### src/rtl/idex_operand_stage_if.sv
// ID/EX operand stage bus: decoded ID instruction and forwarding sources in,
// stall request and registered EX operands/control out.
interface idex_operand_stage_if #(
    parameter int WORD_LEN   = 32,
    parameter int REG_ADDR_W = 5
);
    // Decoded instruction from ID
    logic                  id_valid;
    logic [WORD_LEN-1:0]   id_pc;
    logic [REG_ADDR_W-1:0] id_rs1_addr;
    logic [REG_ADDR_W-1:0] id_rs2_addr;
    logic [WORD_LEN-1:0]   id_rs1_data;
    logic [WORD_LEN-1:0]   id_rs2_data;
    logic                  id_use_rs1;
    logic                  id_use_rs2;
    logic [WORD_LEN-1:0]   id_imm;
    logic [1:0]            id_asel;
    logic                  id_bsel;
    logic [3:0]            id_alu_op;
    logic [REG_ADDR_W-1:0] id_rd_addr;
    logic                  id_reg_write;
    logic                  id_mem_read;
    // Forwarding sources from later stages
    logic [WORD_LEN-1:0]   ex_alu_result;
    logic [REG_ADDR_W-1:0] mem_rd_addr;
    logic                  mem_reg_write;
    logic [WORD_LEN-1:0]   mem_result;
    logic [REG_ADDR_W-1:0] wb_rd_addr;
    logic                  wb_reg_write;
    logic [WORD_LEN-1:0]   wb_result;
    // Pipeline control
    logic                  flush;
    logic                  hold_ex;
    logic                  stall_id;
    // EX stage registers
    logic                  ex_valid;
    logic [WORD_LEN-1:0]   ex_a;
    logic [WORD_LEN-1:0]   ex_b;
    logic [3:0]            ex_alu_op;
    logic [WORD_LEN-1:0]   ex_store_data;
    logic [REG_ADDR_W-1:0] ex_rd_addr;
    logic                  ex_reg_write;
    logic                  ex_mem_read;

    modport master (
        output id_valid, id_pc, id_rs1_addr, id_rs2_addr, id_rs1_data, id_rs2_data,
               id_use_rs1, id_use_rs2, id_imm, id_asel, id_bsel, id_alu_op,
               id_rd_addr, id_reg_write, id_mem_read,
               ex_alu_result, mem_rd_addr, mem_reg_write, mem_result,
               wb_rd_addr, wb_reg_write, wb_result, flush, hold_ex,
        input  stall_id, ex_valid, ex_a, ex_b, ex_alu_op, ex_store_data,
               ex_rd_addr, ex_reg_write, ex_mem_read
    );

    modport slave (
        input  id_valid, id_pc, id_rs1_addr, id_rs2_addr, id_rs1_data, id_rs2_data,
               id_use_rs1, id_use_rs2, id_imm, id_asel, id_bsel, id_alu_op,
               id_rd_addr, id_reg_write, id_mem_read,
               ex_alu_result, mem_rd_addr, mem_reg_write, mem_result,
               wb_rd_addr, wb_reg_write, wb_result, flush, hold_ex,
        output stall_id, ex_valid, ex_a, ex_b, ex_alu_op, ex_store_data,
               ex_rd_addr, ex_reg_write, ex_mem_read
    );
endinterface

### src/rtl/idex_operand_stage.sv
// ID/EX pipeline stage in front of the ALU. Resolves operand forwarding
// (EX > MEM > WB > regfile), selects ALU operands, detects load-use hazards
// and registers the result into the EX stage with flush/hold/bubble control.
module idex_operand_stage #(
    parameter int WORD_LEN   = 32,
    parameter int REG_ADDR_W = 5
) (
    input logic                 clk,
    input logic                 rstn,
    idex_operand_stage_if.slave bus
);

    // Youngest-writer-wins forwarding; x0 is hard-wired to zero.
    function automatic logic [WORD_LEN-1:0] fwd_operand(
        input logic [REG_ADDR_W-1:0] src,
        input logic [WORD_LEN-1:0]   rf_data,
        input logic                  ex_fwd_en,
        input logic [REG_ADDR_W-1:0] ex_rd,
        input logic [WORD_LEN-1:0]   ex_val,
        input logic                  mem_we,
        input logic [REG_ADDR_W-1:0] mem_rd,
        input logic [WORD_LEN-1:0]   mem_val,
        input logic                  wb_we,
        input logic [REG_ADDR_W-1:0] wb_rd,
        input logic [WORD_LEN-1:0]   wb_val
    );
        if (src == '0)                          return '0;
        else if (ex_fwd_en && (ex_rd == src))   return ex_val;
        else if (mem_we && (mem_rd == src))     return mem_val;
        else if (wb_we && (wb_rd == src))       return wb_val;
        else                                    return rf_data;
    endfunction

    logic                  ex_valid_q,      ex_valid_d;
    logic [WORD_LEN-1:0]   ex_a_q,          ex_a_d;
    logic [WORD_LEN-1:0]   ex_b_q,          ex_b_d;
    logic [3:0]            ex_alu_op_q,     ex_alu_op_d;
    logic [WORD_LEN-1:0]   ex_store_data_q, ex_store_data_d;
    logic [REG_ADDR_W-1:0] ex_rd_addr_q,    ex_rd_addr_d;
    logic                  ex_reg_write_q,  ex_reg_write_d;
    logic                  ex_mem_read_q,   ex_mem_read_d;

    logic                  ex_fwd_en;
    logic [WORD_LEN-1:0]   fwd_rs1;
    logic [WORD_LEN-1:0]   fwd_rs2;
    logic [WORD_LEN-1:0]   op_a;
    logic [WORD_LEN-1:0]   op_b;
    logic                  load_use;
    logic                  stall_id;

    // Operand resolution, hazard detection and stall request.
    always_comb begin
        // A load in EX has no data yet, so it must never forward from the ALU.
        ex_fwd_en = ex_valid_q & ex_reg_write_q & ~ex_mem_read_q;

        fwd_rs1 = fwd_operand(bus.id_rs1_addr, bus.id_rs1_data,
                              ex_fwd_en, ex_rd_addr_q, bus.ex_alu_result,
                              bus.mem_reg_write, bus.mem_rd_addr, bus.mem_result,
                              bus.wb_reg_write, bus.wb_rd_addr, bus.wb_result);
        fwd_rs2 = fwd_operand(bus.id_rs2_addr, bus.id_rs2_data,
                              ex_fwd_en, ex_rd_addr_q, bus.ex_alu_result,
                              bus.mem_reg_write, bus.mem_rd_addr, bus.mem_result,
                              bus.wb_reg_write, bus.wb_rd_addr, bus.wb_result);

        case (bus.id_asel)
            2'd0:    op_a = fwd_rs1;
            2'd1:    op_a = bus.id_pc;
            default: op_a = '0;
        endcase
        op_b = bus.id_bsel ? bus.id_imm : fwd_rs2;

        load_use = bus.id_valid & ex_valid_q & ex_mem_read_q & (ex_rd_addr_q != '0) &
                   ((bus.id_use_rs1 & (bus.id_rs1_addr == ex_rd_addr_q)) |
                    (bus.id_use_rs2 & (bus.id_rs2_addr == ex_rd_addr_q)));

        // A flush discards the ID instruction, so there is nothing to hold.
        stall_id = rstn & ~bus.flush & (bus.hold_ex | load_use);
    end

    // Next EX state: flush > hold > load-use bubble > capture.
    always_comb begin
        ex_valid_d      = ex_valid_q;
        ex_a_d          = ex_a_q;
        ex_b_d          = ex_b_q;
        ex_alu_op_d     = ex_alu_op_q;
        ex_store_data_d = ex_store_data_q;
        ex_rd_addr_d    = ex_rd_addr_q;
        ex_reg_write_d  = ex_reg_write_q;
        ex_mem_read_d   = ex_mem_read_q;

        if (bus.flush || (!bus.hold_ex && (load_use || !bus.id_valid))) begin
            ex_valid_d      = 1'b0;
            ex_a_d          = '0;
            ex_b_d          = '0;
            ex_alu_op_d     = '0;
            ex_store_data_d = '0;
            ex_rd_addr_d    = '0;
            ex_reg_write_d  = 1'b0;
            ex_mem_read_d   = 1'b0;
        end else if (!bus.hold_ex) begin
            ex_valid_d      = 1'b1;
            ex_a_d          = op_a;
            ex_b_d          = op_b;
            ex_alu_op_d     = bus.id_alu_op;
            ex_store_data_d = fwd_rs2;
            ex_rd_addr_d    = bus.id_rd_addr;
            ex_reg_write_d  = bus.id_reg_write;
            ex_mem_read_d   = bus.id_mem_read;
        end
    end

    // EX stage registers with synchronous active-low clear.
    always_ff @(posedge clk) begin
        if (!rstn) begin
            ex_valid_q      <= 1'b0;
            ex_a_q          <= '0;
            ex_b_q          <= '0;
            ex_alu_op_q     <= '0;
            ex_store_data_q <= '0;
            ex_rd_addr_q    <= '0;
            ex_reg_write_q  <= 1'b0;
            ex_mem_read_q   <= 1'b0;
        end else begin
            ex_valid_q      <= ex_valid_d;
            ex_a_q          <= ex_a_d;
            ex_b_q          <= ex_b_d;
            ex_alu_op_q     <= ex_alu_op_d;
            ex_store_data_q <= ex_store_data_d;
            ex_rd_addr_q    <= ex_rd_addr_d;
            ex_reg_write_q  <= ex_reg_write_d;
            ex_mem_read_q   <= ex_mem_read_d;
        end
    end

    assign bus.stall_id      = stall_id;
    assign bus.ex_valid      = ex_valid_q;
    assign bus.ex_a          = ex_a_q;
    assign bus.ex_b          = ex_b_q;
    assign bus.ex_alu_op     = ex_alu_op_q;
    assign bus.ex_store_data = ex_store_data_q;
    assign bus.ex_rd_addr    = ex_rd_addr_q;
    assign bus.ex_reg_write  = ex_valid_q & ex_reg_write_q;
    assign bus.ex_mem_read   = ex_valid_q & ex_mem_read_q;

endmodule

### src/flat_wrapper.sv
// flat-port wrapper written by rule: the top's interface ports become plain ports
module idex_operand_stage_flat 
#(
    parameter int WORD_LEN   = 32,
    parameter int REG_ADDR_W = 5
)
  (clk, rstn, bus_id_valid, bus_id_pc, bus_id_rs1_addr, bus_id_rs2_addr, bus_id_rs1_data, bus_id_rs2_data, bus_id_use_rs1, bus_id_use_rs2, bus_id_imm, bus_id_asel, bus_id_bsel, bus_id_alu_op, bus_id_rd_addr, bus_id_reg_write, bus_id_mem_read, bus_ex_alu_result, bus_mem_rd_addr, bus_mem_reg_write, bus_mem_result, bus_wb_rd_addr, bus_wb_reg_write, bus_wb_result, bus_flush, bus_hold_ex, bus_stall_id, bus_ex_valid, bus_ex_a, bus_ex_b, bus_ex_alu_op, bus_ex_store_data, bus_ex_rd_addr, bus_ex_reg_write, bus_ex_mem_read);
  idex_operand_stage_if #(.WORD_LEN(WORD_LEN), .REG_ADDR_W(REG_ADDR_W)) bus_i ();
  input logic clk;
  input logic rstn;
  input wire logic [$bits(bus_i.id_valid)-1:0] bus_id_valid;
  input wire logic [$bits(bus_i.id_pc)-1:0] bus_id_pc;
  input wire logic [$bits(bus_i.id_rs1_addr)-1:0] bus_id_rs1_addr;
  input wire logic [$bits(bus_i.id_rs2_addr)-1:0] bus_id_rs2_addr;
  input wire logic [$bits(bus_i.id_rs1_data)-1:0] bus_id_rs1_data;
  input wire logic [$bits(bus_i.id_rs2_data)-1:0] bus_id_rs2_data;
  input wire logic [$bits(bus_i.id_use_rs1)-1:0] bus_id_use_rs1;
  input wire logic [$bits(bus_i.id_use_rs2)-1:0] bus_id_use_rs2;
  input wire logic [$bits(bus_i.id_imm)-1:0] bus_id_imm;
  input wire logic [$bits(bus_i.id_asel)-1:0] bus_id_asel;
  input wire logic [$bits(bus_i.id_bsel)-1:0] bus_id_bsel;
  input wire logic [$bits(bus_i.id_alu_op)-1:0] bus_id_alu_op;
  input wire logic [$bits(bus_i.id_rd_addr)-1:0] bus_id_rd_addr;
  input wire logic [$bits(bus_i.id_reg_write)-1:0] bus_id_reg_write;
  input wire logic [$bits(bus_i.id_mem_read)-1:0] bus_id_mem_read;
  input wire logic [$bits(bus_i.ex_alu_result)-1:0] bus_ex_alu_result;
  input wire logic [$bits(bus_i.mem_rd_addr)-1:0] bus_mem_rd_addr;
  input wire logic [$bits(bus_i.mem_reg_write)-1:0] bus_mem_reg_write;
  input wire logic [$bits(bus_i.mem_result)-1:0] bus_mem_result;
  input wire logic [$bits(bus_i.wb_rd_addr)-1:0] bus_wb_rd_addr;
  input wire logic [$bits(bus_i.wb_reg_write)-1:0] bus_wb_reg_write;
  input wire logic [$bits(bus_i.wb_result)-1:0] bus_wb_result;
  input wire logic [$bits(bus_i.flush)-1:0] bus_flush;
  input wire logic [$bits(bus_i.hold_ex)-1:0] bus_hold_ex;
  output wire logic [$bits(bus_i.stall_id)-1:0] bus_stall_id;
  output wire logic [$bits(bus_i.ex_valid)-1:0] bus_ex_valid;
  output wire logic [$bits(bus_i.ex_a)-1:0] bus_ex_a;
  output wire logic [$bits(bus_i.ex_b)-1:0] bus_ex_b;
  output wire logic [$bits(bus_i.ex_alu_op)-1:0] bus_ex_alu_op;
  output wire logic [$bits(bus_i.ex_store_data)-1:0] bus_ex_store_data;
  output wire logic [$bits(bus_i.ex_rd_addr)-1:0] bus_ex_rd_addr;
  output wire logic [$bits(bus_i.ex_reg_write)-1:0] bus_ex_reg_write;
  output wire logic [$bits(bus_i.ex_mem_read)-1:0] bus_ex_mem_read;
  assign bus_i.id_valid = bus_id_valid;
  assign bus_i.id_pc = bus_id_pc;
  assign bus_i.id_rs1_addr = bus_id_rs1_addr;
  assign bus_i.id_rs2_addr = bus_id_rs2_addr;
  assign bus_i.id_rs1_data = bus_id_rs1_data;
  assign bus_i.id_rs2_data = bus_id_rs2_data;
  assign bus_i.id_use_rs1 = bus_id_use_rs1;
  assign bus_i.id_use_rs2 = bus_id_use_rs2;
  assign bus_i.id_imm = bus_id_imm;
  assign bus_i.id_asel = bus_id_asel;
  assign bus_i.id_bsel = bus_id_bsel;
  assign bus_i.id_alu_op = bus_id_alu_op;
  assign bus_i.id_rd_addr = bus_id_rd_addr;
  assign bus_i.id_reg_write = bus_id_reg_write;
  assign bus_i.id_mem_read = bus_id_mem_read;
  assign bus_i.ex_alu_result = bus_ex_alu_result;
  assign bus_i.mem_rd_addr = bus_mem_rd_addr;
  assign bus_i.mem_reg_write = bus_mem_reg_write;
  assign bus_i.mem_result = bus_mem_result;
  assign bus_i.wb_rd_addr = bus_wb_rd_addr;
  assign bus_i.wb_reg_write = bus_wb_reg_write;
  assign bus_i.wb_result = bus_wb_result;
  assign bus_i.flush = bus_flush;
  assign bus_i.hold_ex = bus_hold_ex;
  assign bus_stall_id = bus_i.stall_id;
  assign bus_ex_valid = bus_i.ex_valid;
  assign bus_ex_a = bus_i.ex_a;
  assign bus_ex_b = bus_i.ex_b;
  assign bus_ex_alu_op = bus_i.ex_alu_op;
  assign bus_ex_store_data = bus_i.ex_store_data;
  assign bus_ex_rd_addr = bus_i.ex_rd_addr;
  assign bus_ex_reg_write = bus_i.ex_reg_write;
  assign bus_ex_mem_read = bus_i.ex_mem_read;
  idex_operand_stage #(.WORD_LEN(WORD_LEN), .REG_ADDR_W(REG_ADDR_W)) u_core (.clk(clk), .rstn(rstn), .bus(bus_i));
endmodule
### config.mk
export PLATFORM = sky130hd
export DESIGN_NAME = idex_operand_stage_flat
export DESIGN_NICKNAME = d
export VERILOG_FILES = /design/src/rtl/idex_operand_stage_if.sv /design/src/rtl/idex_operand_stage.sv /design/src/flat_wrapper.sv
export SDC_FILE = /design/constraint.sdc
export NUM_CORES = 1
export LEC_CHECK = 0
export CAP_MARGIN = 20
export CORE_AREA = 2 2 144 146
export DETAILED_ROUTE_END_ITERATION = 8
export DIE_AREA = 0 0 146 148
export GPL_TIMING_DRIVEN = 0
export PLACE_DENSITY = 0.79
export SLEW_MARGIN = 20
export SYNTH_ARGS = -nofsm -noshare
export SYNTH_HDL_FRONTEND = slang
export SYNTH_SLANG_ARGS = --single-unit
### constraint.sdc
create_clock -name clk -period 5 [get_ports clk]
set_clock_uncertainty 0.15 [all_clocks]
set_input_delay 0.75 -clock clk [delete_from_list [all_inputs] [get_ports clk]]
set_output_delay 0.75 -clock clk [all_outputs]
set_load 0.02 [all_outputs]
### After elaboration in Yosys (flattened, before gate mapping)

Index checks and enable logic that the tools add are counted.

| cells by class | value |
|---|---|
| divide/modulo/power cells | 0 |
| $lt $le $gt $ge | 0 |
| reduce and logical (&&, ||, !) cells | 16 |
| multiply operators | 0 |
| multiplexer cells | 10 |
| equality and inequality tests | 9 |
| add/subtract/negate cells | 0 |
| bitwise operators | 16 |
| shifts and indexed selects | 0 |

Operators with widths:

| cell | number |
|---|---|
| 2-to-1 mux 32 bit | 9 |
| case mux 32 bit (2 select lines) | 1 |
| equality test 5 bit | 8 |
| bitwise AND 1 bit | 11 |
| zero test 5 bit | 2 |
| logical AND 1 bit | 7 |
| nonzero test 5 bit | 1 |
| NOT 1 bit | 3 |
| equality test 2 x 1 -> 1 bit (second input constant) | 1 |
| zero test 1 bit | 2 |
| zero test 2 bit | 1 |
| logical OR 1 bit | 2 |
| OR 1 bit | 2 |
| OR reduction 2 bit | 1 |

| word-level totals | value |
|---|---|
| bits of input ports | 267 |
| output and inout bits | 109 |
| bits in read-only memories | 0 |
| latch bits | 0 |
| memories kept | 0 |
| RAM bits | 0 |
| bits in registers | 108 |
| logic and storage cells | 59 |

### Logic depth before layout (Yosys ltp)

Gate-level depths: netlist of run 1.

| logic depth | value |
|---|---|
| word-level depth | 8 |
| depth in mapped cells | 8 |
| depth with buffers taken out | 6 |

### Worst setup path before layout of run 1

Ideal clock, no wire load.

| timing path | value |
|---|---|
| path kind | in2out |
| from | input port bus_id_rs1_addr[1] |
| to | output port bus_stall_id |
| slack | 2.162 ns |
| cell stages on the path | 5 |
| arrival | 1.938 ns |
| data required time | 4.100 ns |
| path buffers | 0 |
| cell sequence | xor2_1 > nor3_1 > a32o_1 > a31oi_1 > nor2b_1 |

| between the ends | value |
|---|---|
| cells in the longest elaborated chain, start to end | 6 |

RTL lines:

| what | RTL line | source |
|---|---|---|
| from (decl) | flat_wrapper.sv:13 | `input wire logic [$bits(bus_i.id_rs1_addr)-1:0] bus_id_rs1_addr;` |
| equality test 5 bit | idex_operand_stage.sv:73 | `((bus.id_use_rs1 & (bus.id_rs1_addr == ex_rd_addr_q)) \|` |
| bitwise AND 1 bit | idex_operand_stage.sv:73 |  |
| OR 1 bit | idex_operand_stage.sv:73 |  |
| bitwise AND 1 bit | idex_operand_stage.sv:72 | `load_use = bus.id_valid & ex_valid_q & ex_mem_read_q & (ex_rd_addr_q != '0) &` |
| OR 1 bit | idex_operand_stage.sv:77 | `stall_id = rstn & ~bus.flush & (bus.hold_ex \| load_use);` |
| bitwise AND 1 bit | idex_operand_stage.sv:77 |  |
| to (decl) | flat_wrapper.sv:35 | `output wire logic [$bits(bus_i.stall_id)-1:0] bus_stall_id;` |

No other way between the ends.

### Final worst setup path of run 1

| timing path | value |
|---|---|
| from | input port bus_id_rs1_addr[0] |
| to | output port bus_stall_id |

The elaborated chain is that of the path after synthesis.

==> reports/qor.csv, run 1 <==
metric,value,unit
port_buffers,372,
outcome,completed,
p_comb_frac,0.249,
seq_area,2160,sq um
syn2layout_area_growth,70.9,%
top_usage_layer,met2,
clockPowerShare,0.341,
syn_area,6150,sq um
grt.total_usage,0.298,
cts.path.max_buffers,2,
insertion_delay,360,ps
path_clk_slew,70,ps
vias_per_cell,5.51,
grt_pass1_wl,48400,um
groute.layer.met1.usage,0.375,
pwr-share-seq,0.409,
relSlewSlack,0.359,
drt-pass1-iter-count,5,
multi_input_area,3670,sq um
use_met3,0.0667,
wl_per_cell,23.5,um
fp.dieH,148,um
rows,52,
dr_total_vias,7827,
gp_routability_congestion,0.965,
final_antenna_net_count,0,
cts_tree,yes,
min_period,4040,ps
drive_gt1_frac,0.0443,
finalHoldViolCount,0,
p_sw,0.647,mW
drt-total-wl,33400,um
crit_arrival,3140,ps
final_nets,1412,
cts_htree_levels,3,
timing.fmax,0.248,GHz
hold_buffers,0,
route.detailed.drc,0,
hp-class,register to register,
reg2reg_from,u_core.bus.ex_rd_addr[3],
worstSetupPathType,primary input to output port,
initial_core_util,0.307,
synth_edf_count,0,
rrSetupSlack,2240,ps
tightest_slew,958,ps
grt.overflow.total,0,
synthArstFlopShare,0,
synth_nets,1029,
r2r_end,u_core.bus.ex_b[13],
worst_ep_required_time,4100,ps
root_buffer,clkbuf_16,
antenna_found_initial,0,
avgSynthCellArea,8.07,sq um
final.setup.tns,0,ps
cts_resized,0,
grt_pass1_vias,7927,
period_share,0.808,
vdd_ir_drop_max,0.175,mV
internal-power,1.53,mW
cp-end-kind,output port,
dieArea,21600,sq um
start_kind,primary input,
globalRouteMet2Util,0.501,
pwr_density_cell,207,nW/um^2
grt_max_degree,21,
maxSlewViolCount,0,
drt_iter0_markers,471,
synthFlopType,dfxtp_1,
rsz0062_at_grt,false,
hold_ws,300,ps
swShare,0.297,
synth_cells,762,
setup_viol,0,
cts-buffers-inserted,9,
hpwl,27300,um
seq_area_frac_synth,0.352,
r2r_cells,6,
core,20000,sq um
io_pins,376,
ys_ff_latch,108,
yosys_warnings,0,
hold_path_depth,2,
fp.dieW,146,um
whs_endpoint,u_core.bus.ex_store_data[16],
cts_setup_buffers,0,
cts_sinks,108,
min_from,u_core.bus.ex_store_data[16],
crit_path_max_fanout,5,
synth_cell_types,45,
fill_cells,1934,
p_leak,3.64,nW
drv_cap,0,
[cell usage after synthesis, types with 2 or more instances]
master | n | area, sq um
nand2_1 | 80 | 300
or3_1 | 8 | 50.1
a32oi_1 | 6 | 52.6
nor3_1 | 56 | 280
o221ai_1 | 5 | 43.8
nand4_1 | 2 | 12.5
and3_1 | 3 | 18.8
xnor2_1 | 18 | 158
o21ai_1 | 80 | 400
nand3_1 | 4 | 20.0
xor2_1 | 12 | 105
a22oi_1 | 64 | 480
a2bb2oi_1 | 52 | 455
mux2_2 | 3 | 33.8
buf_2 | 21 | 105
buf_1 | 2 | 7.51
inv_1 | 2 | 7.51
buf_6 | 2 | 22.5
mux2_4 | 3 | 45.0
dfxtp_1 | 108 | 2160
a21oi_1 | 2 | 10.0
and2_1 | 3 | 18.8
nor2b_1 | 3 | 18.8
clkbuf_1 | 47 | 176
a211o_1 | 6 | 52.6
nor2_1 | 22 | 82.6
o21ai_0 | 62 | 310
a211oi_1 | 53 | 398
mux2i_1 | 17 | 170
[worst max-delay path by stage]
stage	from	to	slack, ps
global placement	bus_id_rs1_addr[0]	bus_stall_id	1020
floorplan	bus_id_rs1_addr[1]	bus_stall_id	2160
detailed placement	bus_id_rs1_addr[0]	bus_stall_id	1000
global route	bus_id_rs1_addr[1]	bus_stall_id	770
finish	bus_id_rs1_addr[0]	bus_stall_id	960
CTS	bus_id_rs1_addr[0]	bus_stall_id	980
[worst max-delay path, stage by stage]
cell and delay [ps]:
clkdlybuf4s50_1 530, xor2_1 190, nor3_1 340, a32o_1 430
a31oi_1 140, nor2b_1 140, clkdlybuf4s50_1 620
[state kept, by name, indices dropped and copies added (netlist names)]
name / cells
u_core.bus.ex_a: 32
u_core.bus.ex_b: 32
u_core.bus.ex_store_data: 32
u_core.bus.ex_rd_addr: 5
u_core.bus.ex_alu_op: 4
u_core.bus.ex_valid: 1
u_core.ex_mem_read_q: 1
u_core.ex_reg_write_q: 1
[power groups by stage]
stage	registers (mW)	logic (mW)	clock network, mW
2_1_floorplan	0.932	0.171	0
3_3_place_gp	0.910	0.533	0
3_5_place_dp	0.911	0.536	0
4_1_cts	0.891	0.538	0.750
5_1_grt	0.894	0.573	0.782
6_report	0.891	0.543	0.743
[metrics by stage]
| step | instance area [sq um] | std cells | util | setup slack [ps] | power (mW) |
|---|---|---|---|---|---|
| detailed placement | 10200 | 1404 | 0.509 | 1000 | 1.45 |
| floorplan | 6150 | 762 | - | 2160 | 1.10 |
| global route | 10500 | 1420 | 0.524 | 771 | 2.25 |
| finish | 10500 | 1421 | 0.524 | 960 | 2.18 |
| CTS | 10500 | 1420 | 0.524 | 978 | 2.18 |
| global placement | 10200 | 1404 | 0.509 | 1020 | 1.44 |
[area by class of cell]
| cell class | count | share of cell area |
|---|---|---|
| Inverter | 2 | 0.000715 |
| Buffer | 72 | 0.0297 |
| Antenna cell | 1 | 0.000238 |
| Clock buffer | 9 | 0.0214 |
| Timing Repair Buffer | 372 | 0.354 |
| Clock inverter | 7 | 0.00655 |
| Multi-Input combinational cell | 580 | 0.349 |
| Tap cell | 270 | 0.0322 |
| Sequential cell | 108 | 0.206 |
[layout by cell type (no fill, tap or decap), types with 8 or more instances in the layout]
cell type / count
o21ai_1: 80
a22oi_1: 64
xnor2_1: 18
clkdlybuf4s50_1: 372
dfxtp_1: 108
nor3_1: 56
mux2i_1: 17
nand2_1: 80
nor2_1: 22
a211oi_1: 53
clkbuf_16: 9
buf_2: 21
a2bb2oi_1: 52
xor2_1: 12
clkbuf_1: 47
or3_1: 8
o21ai_0: 62
[logic make-up (layout without fill, tap and decap cells)]
family                 Yosys count  in the layout  share of synthesized area
AO/OA/AOI/OAI                  337            337                      0.371
AND/OR/NAND/NOR                190            190                      0.142
flip-flops                     108            108                      0.352
buffers and inverters           74            462                     0.0519
XOR/XNOR                        30             30                     0.0427
multiplexers                    23             23                     0.0405
other                            0              1                          0
[per-layer routing]
metal / wire (um) / part of all wire
met1: 13600 / 0.41
met2: 15900 / 0.48
met3: 2920 / 0.087
met4: 1050 / 0.031
met5: 0 / 0
Power figures use the tool's default switching activity.
==> run 2, diff against run 1 <==
--- a/config.mk
+++ b/config.mk
@@ -6,11 +6,11 @@
 export NUM_CORES = 1
 export LEC_CHECK = 0
 export CAP_MARGIN = 20
-export CORE_AREA = 2 2 144 146
+export CORE_AREA = 2 2 146 148
 export DETAILED_ROUTE_END_ITERATION = 8
-export DIE_AREA = 0 0 146 148
+export DIE_AREA = 0 0 148 150
 export GPL_TIMING_DRIVEN = 0
-export PLACE_DENSITY = 0.79
+export PLACE_DENSITY = 0.8
 export SLEW_MARGIN = 20
 export SYNTH_ARGS = -nofsm -noshare
 export SYNTH_HDL_FRONTEND = slang
==> constraint.sdc (replaced) <==
create_clock -name clk -period 3.3 [get_ports clk]
set_clock_uncertainty 0.15 [all_clocks]
set_input_delay 0.495 -clock clk [delete_from_list [all_inputs] [get_ports clk]]
set_output_delay 0.495 -clock clk [all_outputs]
set_load 0.02 [all_outputs]
==> run 2 against run 1 <==
Via count up 0.72%; die area up 2.7%; clock power up 56%.
==> reports/qor.csv, run 2 (same netlist as run 1, synthesis figures left out) <==
metric,value,unit,change
outcome,completed,,unchanged
initial_core_util,0.297,,was 0.307
insertion_delay,350,ps,was 360 ps
vias_per_cell,5.52,,was 5.51
worst_ep_required_time,3370,ps,was 4100 ps
fp.dieH,150,um,was 148 um
hold_buffers,0,,unchanged
grt_max_degree,20,,was 21
stdcell_area,10600,sq um,was 10500 sq um
wl_per_cell,23.5,um,about the same
cts_tree,yes,,unchanged
worst_slack,33.8,ps,was 960 ps
rsz0062_at_grt,false,,unchanged
syn2layout_area_growth,72.1,%,was 70.9%
cts_sinks,108,,unchanged
relSlewSlack,0.349,,was 0.359
crit_arrival,3340,ps,was 3140 ps
grt.total_usage,0.291,,was 0.298
drt-pass1-iter-count,5,,unchanged
fin_total_pwr,3.34,mW,was 2.18 mW
dpl_cell_area,10200,sq um,about the same
drt_iter0_markers,544,,was 471
final_nets,1413,,was 1412
setup_viol,0,,unchanged
seq_area,2160,sq um,unchanged
finish.utilization,0.511,,was 0.524
hp-class,register to register,,unchanged
mostFrequentLayoutCells,"clkdlybuf4s50_1, dfxtp_1, nand2_1, o21ai_1, a22oi_1",,unchanged
antenna_found_initial,1,,was 0
core,20700,sq um,was 20000 sq um
dr_total_vias,7883,,was 7827
fill_cells,2010,,was 1934
start_kind,primary input,,unchanged
grt_pass1_wl,48500,um,was 48400 um
fin_cells,1427,,was 1421
drv_cap,0,,unchanged
p_leak,3.69,nW,was 3.64 nW
cts.path.max_buffers,2,,unchanged
worstSetupPathType,primary input to register,,was primary input to output port
multi_input_area,3710,sq um,was 3670 sq um
drive_gt1_frac,0.0521,,was 0.0443
pwr_density_cell,316,nW/um^2,was 207 nW/um^2
dp.cells,1409,,was 1404
port_buffers,372,,unchanged
grt_pass1_vias,7884,,was 7927
cts_htree_levels,3,,unchanged
drt-total-wl,33500,um,was 33400 um
tightest_slew,972,ps,was 958 ps
root_buffer,clkbuf_16,,unchanged
path_clk_slew,70,ps,about the same
route.detailed.drc,0,,unchanged
final.setup.tns,0,ps,unchanged
crit_path_max_fanout,10,,was 5
hpwl,27400,um,was 27300 um
dieArea,22200,sq um,was 21600 sq um
maxSlewViolCount,0,,unchanged
final_common_cell,clkdlybuf4s50_1,,unchanged
gp_routability_congestion,0.920,,was 0.965
cts-buffers-inserted,9,,unchanged
period_share,0.990,,
fp.dieW,148,um,was 146 um
final_antenna_net_count,0,,unchanged
vdd_ir_drop_max,0.227,mV,was 0.175 mV
pre_cts_slack,-471,ps,was 1000 ps
grt.overflow.total,0,,unchanged
io_pins,376,,unchanged
hold_ws,302,ps,was 300 ps
timing.fmax,0.306,GHz,
cp-end-kind,register,,was output port
rows,53,,was 52
finalHoldViolCount,0,,unchanged
min_period,3270,ps,
run 2: changes by cell type in the layout (fill, tap and decap cells not counted), moves of 2 or more:
cell       before  now
a2bb2oi_1      52   50
a2bb2oi_2       0    2
nand3_1         4    2
nand3_2         1    3
nor3_1         56   54
nor3_2          0    2
run 2: area by class of cell:
type | count | area share
multi-input cells | 580 | 0.351
inverters | 2 | 0.000710
repair buffers | 373 | 0.353
clock buffers | 9 | 0.0213
clock inverters | 7 | 0.00781
flip-flops and latches | 108 | 0.204
diodes | 1 | 0.000237
plain buffers | 72 | 0.0295
well taps | 275 | 0.0325
run 2: worst max-delay path: stages:
cell	delay, ps
clkdlybuf4s50_1	690
xnor2_1	190
nand3_2	270
or3_1	420
buf_2	180
buf_6	170
mux2_4	310
o221ai_1	480
o21ai_1	120
run 2: path summary, 6_finish.rpt:
kind / to / start / cells past startpoint / slack (ps)
setup / recovery: u_core.bus.ex_store_data[14] / bus_id_rs2_addr[2] / 9 / 30
hold / removal: u_core.bus.ex_store_data[15] / u_core.bus.ex_store_data[15] / 2 / 300
setup reg to reg: u_core.bus.ex_a[6] / u_core.bus.ex_rd_addr[1] / 7 / 630
hold reg to reg: u_core.bus.ex_store_data[15] / u_core.bus.ex_store_data[15] / 2 / 300
run 2: timing repair:
item                                   4_1_cts  5_1_grt
pin swaps                                    1        0
cloned                                       0        0
buffers inserted                             1        0
setup endpoints to repair                    3        4
endpoints found under the hold margin        0        0
resized for setup                            3        6
run 2: power breakdown:
| group | switching [mW] | internal, mW | total, mW |
|---|---|---|---|
| Combinational | 0.376 | 0.457 | 0.834 |
| Sequential | 0.0200 | 1.33 | 1.35 |
| Clock | 0.556 | 0.604 | 1.16 |
| Total | 0.952 | 2.39 | 3.34 |
run 2: metal layers:
layer | track usage | share of wire
met5 | 0 | 0
met3 | 0.0738 | 0.090
met2 | 0.492 | 0.47
met1 | 0.366 | 0.41
met4 | 0.0838 | 0.025
